### config.mk
export PLATFORM = sky130hd
export DESIGN_NAME = oka_overlap_accum
export DESIGN_NICKNAME = d
export VERILOG_FILES = /design/src/rtl/oka_overlap_accum.sv
export SDC_FILE = /design/constraint.sdc
export NUM_CORES = 1
export LEC_CHECK = 0
export ABC_CLOCK_PERIOD_IN_PS = 4900
export CAP_MARGIN = 40
export CORE_ASPECT_RATIO = 0.8
export CORE_MARGIN = 2
export CORE_UTILIZATION = 30
export CTS_BUF_LIST = sky130_fd_sc_hd__clkbuf_4 sky130_fd_sc_hd__clkbuf_8
export CTS_CLUSTER_DIAMETER = 100
export CTS_CLUSTER_SIZE = 20
export DETAILED_ROUTE_END_ITERATION = 12
export DONT_BUFFER_PORTS = 1
export HOLD_SLACK_MARGIN = 0.15
export PLACE_DENSITY = 0.49
export SYNTH_ARGS = -nofsm -noshare
export SYNTH_HDL_FRONTEND = slang
export SYNTH_SLANG_ARGS = --single-unit
### constraint.sdc
create_clock -name clk -period 4.9 [get_ports clk]
set_input_delay 1.225 -clock clk [delete_from_list [all_inputs] [get_ports clk]]
set_output_delay 1.225 -clock clk [all_outputs]
set_load 0.01 [all_outputs]
### src/rtl/oka_overlap_accum.sv
// Serial overlap recombiner for the OKA multiplier: gathers P1..P4 in any order and emits the 2N-1 bit overlap word.
// Optional macro OVL_DUP_CNT_EN adds an 8-bit saturating duplicate-part counter output (dup_cnt).
module oka_overlap_accum #(
    parameter int N = 6
) (
    input  logic           clk,
    input  logic           rst_n,
    input  logic           clear,
    input  logic           in_valid,
    output logic           in_ready,
    input  logic [1:0]     in_sel,
    input  logic [N-2:0]   in_data,
    output logic           out_valid,
    input  logic           out_ready,
    output logic [2*N-2:0] out_data,
    output logic           dup_err
`ifdef OVL_DUP_CNT_EN
    ,
    output logic [7:0]     dup_cnt
`endif
);

    typedef enum logic {
        COLLECT,
        OUTPUT
    } state_t;

    state_t           state;
    logic [3:0]       mask;
    logic [2*N-2:0]   acc;
    logic [2*N-2:0]   part_bits;
    logic [2*N-2:0]   acc_next;
    logic [3:0]       sel_bit;
    logic [3:0]       mask_next;

    // P1 lands on even bits, P2/P3 share the odd bits, P4 is P1 shifted up by two.
    always_comb begin
        part_bits = '0;
        for (int i = 0; i < N - 1; i++) begin
            case (in_sel)
                2'd0:    part_bits[2*i]     = in_data[i];
                2'd1,
                2'd2:    part_bits[2*i + 1] = in_data[i];
                default: part_bits[2*i + 2] = in_data[i];
            endcase
        end
    end

    assign acc_next  = acc ^ part_bits;
    assign sel_bit   = 4'b0001 << in_sel;
    assign mask_next = mask | sel_bit;
    assign in_ready  = (state == COLLECT);

    always_ff @(posedge clk) begin
        if (!rst_n) begin
            state     <= COLLECT;
            mask      <= 4'b0000;
            acc       <= '0;
            out_valid <= 1'b0;
            out_data  <= '0;
            dup_err   <= 1'b0;
        end else begin
            dup_err <= 1'b0;
            if (clear) begin
                state     <= COLLECT;
                mask      <= 4'b0000;
                acc       <= '0;
                out_valid <= 1'b0;
                out_data  <= '0;
            end else begin
                case (state)
                    COLLECT: begin
                        if (in_valid) begin
                            if (mask[in_sel]) begin
                                dup_err <= 1'b1;
                            end else begin
                                acc  <= acc_next;
                                mask <= mask_next;
                                if (mask_next == 4'b1111) begin
                                    state     <= OUTPUT;
                                    out_valid <= 1'b1;
                                    out_data  <= acc_next;
                                end
                            end
                        end
                    end
                    OUTPUT: begin
                        if (out_ready) begin
                            state     <= COLLECT;
                            mask      <= 4'b0000;
                            acc       <= '0;
                            out_valid <= 1'b0;
                            out_data  <= '0;
                        end
                    end
                    default: state <= COLLECT;
                endcase
            end
        end
    end

`ifdef OVL_DUP_CNT_EN
    // Counts registered dup_err pulses; survives clear so software can read it after an abort.
    always_ff @(posedge clk) begin
        if (!rst_n) begin
            dup_cnt <= 8'h00;
        end else if (dup_err && (dup_cnt != 8'hFF)) begin
            dup_cnt <= dup_cnt + 8'h01;
        end
    end
`endif

endmodule
==> flow_summary.yaml <==
outcome:
  status: "complete, no violations"
floorplanning:
  die_w_um: 78.8
  die_h_um: 63.8
  die-area_um2: 5020
  fp-row-count: 21
  ios: 26
  floorplan.initialDensity_pct: 31.7
  coreArea_um2: 4230
drt:
  wl_mm: 3.11
  post_drt_wl_per_cell_um: 14.8
  via_count: 1092
  drtAntennaViolNets: 0
  drt_iter0_markers: 51
  viasPerCell: 5.20
  post-route-drc-count: 0
  firstDrtPassIters: 4
clock_tree:
  clock-sinks: 29
  cts_tree: "yes"
  cts_made_buffers: 5
  cts.repair.resized: 0
  root_buffer: "clkbuf_8"
  clkTransAtPathRegs_ns: 0.06
  htreeDepth: 2
  cts_buffer_depth: 2
  cts_setup_buffers: 0
  worstSkewPairLatency_ns: 0.28
  cts_hold_buf: 0
timing:
  slew_headroom_pct: 41.0
  setup_viol: 0
  clock.fmax_ghz: 0.358
  hold_viol_final: 0
  rsz0062_at_grt: "no"
  tns_ns: 0
  drv_slew: 0
  clock_skew_ns: 0.00501
  period_share_pct: 57.1
  period_minus_slack_ns: 2.80
  worst_slew_pin_slew_ns: 0.885
min_path:
  hold_depth: 2
  hold_path_class: "register to register"
layout:
  drive_above_1_share_pct: 7.84
  seqCellArea_um2: 581
  fillers: 443
  multi_input_area_um2: 697
  area_growth_pct: 8.68
  fin_nets: 169
  antennaDiodeCount: 0
  final_core_util_pct: 34.5
synthesis:
  yosysSeqAreaShare_pct: 43.3
  syn-num-nets: 171
  synth-xor-area-share_pct: 7.18
  ys_warn_count: 0
  syn_area_um2: 1340
  muxShareOfSynthArea_pct: 1.68
  synth_fa_ha_area_share_pct: 3.73
  synth_compound_area_share_pct: 21.8
  synthSimpleGateAreaFrac_pct: 17.5
  avgSynthCellArea_um2: 8.65
  synth_top_family_by_area: "compound AO/OA/AOI/OAI gates"
  ys_seq_elements: 29
  netlist_instances: 155
  yosys.cell_types.count: 24
setup_path:
  crit_path_end: "out_data[8]"
  r2r_slack_ns: 2.74
  reg2reg_to: "out_data[8]"
  worst_setup_path_end_kind: "register"
  startpoint_type: "input pin"
  cp_slowest_cell: "or2_1"
  cp.depth: 4
  cp.arrival_ns: 2.99
  worstPathRequired_ns: 5.09
  path_max_fanout: 27
  cpLargestDelayFamily: "simple AND/OR/NAND/NOR gates"
  cp-startpoint: "in_sel[0]"
  cp_cell_sequence: "mux4_2 -> or2_1 -> or2_4 -> o31ai_1"
  crit_type: "input pin to register"
  r2r_start: "mask[3]"
  crit_buf_inv: 0
  r2r_cells: 4
  cp_slowest_stage_delay_ns: 0.55
place:
  port_buffers: 0
  dp_hpwl_mm: 2.27
  routabilityCongestion: 0.825
grt:
  grt_max_degree: 28
  antenna_found_initial: 0
  grt_pass1_vias: 1064
  grt.total_usage_pct: 14.1
  overflow: 0
  grt_pass1_wl_mm: 5.37
power_and_ir_drop:
  leakagePower_nw: 0.482
  ir_worst_vdd_v: 0.000112
  power_mw: 0.487
  p_per_area_nw_per_um2: 334
flow_run:
  max_cap_viol_count: 0
[synth_stat cells, drive strengths merged]
| library cell | instances | area share (%) |
|---|---|---|
| a21oi | 15 | 5.6 |
| a22oi | 3 | 1.7 |
| buf | 3 | 2.0 |
| clkbuf | 7 | 2.0 |
| dfxtp | 29 | 43 |
| ha | 4 | 3.7 |
| inv | 3 | 0.84 |
| mux4 | 1 | 1.7 |
| nand2 | 23 | 6.4 |
| nand2b | 5 | 2.3 |
| nand3 | 11 | 4.1 |
| nor2 | 7 | 2.0 |
| nor3b | 2 | 1.1 |
| o211ai | 11 | 6.2 |
| o21ai | 7 | 2.6 |
| o22ai | 2 | 0.93 |
| o31ai | 8 | 4.9 |
| or2 | 3 | 1.6 |
| xnor2 | 7 | 4.6 |
| xor2 | 4 | 2.6 |
[state kept, by name, indices dropped and copies added (netlist names)]
name       cells
mask           4
acc           11
out_valid      1
out_data      11
state          1
dup_err        1
[worst min path at each step]
stage,startpoint,to,slack (ns)
global placement,acc[10],acc[10],0.47
global route,acc[3],acc[3],0.51
detailed placement,acc[7],acc[7],0.48
floorplan,mask[2],mask[2],0.45
CTS,acc[7],acc[7],0.48
finish,acc[7],acc[7],0.48
[power breakdown]
group	total [mW]	switching [mW]	leakage, nW	internal, mW
clock network	0.200	0.0835	0.0477	0.117
logic	0.0455	0.0303	0.200	0.0152
registers	0.242	0.00240	0.234	0.239
total	0.487	0.116	0.482	0.371
[area by class of cell]
class / instances / area share [%]
clock buffers: 7 / 6.18
inverters: 3 / 0.773
multi-input cells: 113 / 47.8
flip-flops and latches: 29 / 39.8
well taps: 57 / 4.89
repair buffers: 1 / 0.515
[worst reg2reg max path, stage by stage, from the launching register on]
cell and delay [ns]:
dfxtp_1 0.32, mux4_2 0.49, or2_1 0.55, or2_4 0.47
o31ai_1 0.25
[placed cells by master, fill, tap and decap left out, drive strengths merged, types with 5 or more instances in the layout]
| cell | instances |
|---|---|
| clkbuf | 7 |
| a21oi | 15 |
| nor2 | 7 |
| xnor2 | 7 |
| dfxtp | 29 |
| o21ai | 7 |
| o211ai | 11 |
| nand2 | 23 |
| nand3 | 11 |
| o31ai | 8 |
| nand2b | 5 |
[per-stage QoR]
stage / std cells / area, um2 / hold WS [ns] / worst slack (ns)
finish: 210 / 1460 / 0.483 / 2.10
global route: 210 / 1460 / 0.513 / 1.98
CTS: 210 / 1460 / 0.483 / 2.10
detailed placement: 203 / 1370 / 0.475 / 1.81
global placement: 202 / 1360 / 0.467 / 1.89
floorplan: 155 / 1340 / 0.454 / 2.21
[layer usage]
layer	wire length (um)	GRT usage [%]	vias to the layer above
met4	67	6.80	0
li1	-	-	540
met5	0	0	-
met3	366	8.76	7
met1	1410	17.9	502
met2	1270	18.3	43
[cells by family (layout without fill, tap and decap cells)]
logic type | Yosys count | after routing
AO/OA/AOI/OAI | 46 | 46
AND/OR/NAND/NOR | 51 | 51
flip-flops | 29 | 29
buffers and inverters | 13 | 11
multiplexers | 1 | 1
adder cells (fa/ha/maj) | 4 | 4
XOR/XNOR | 11 | 11
Note: power is estimated with default switching activity, not from simulation.
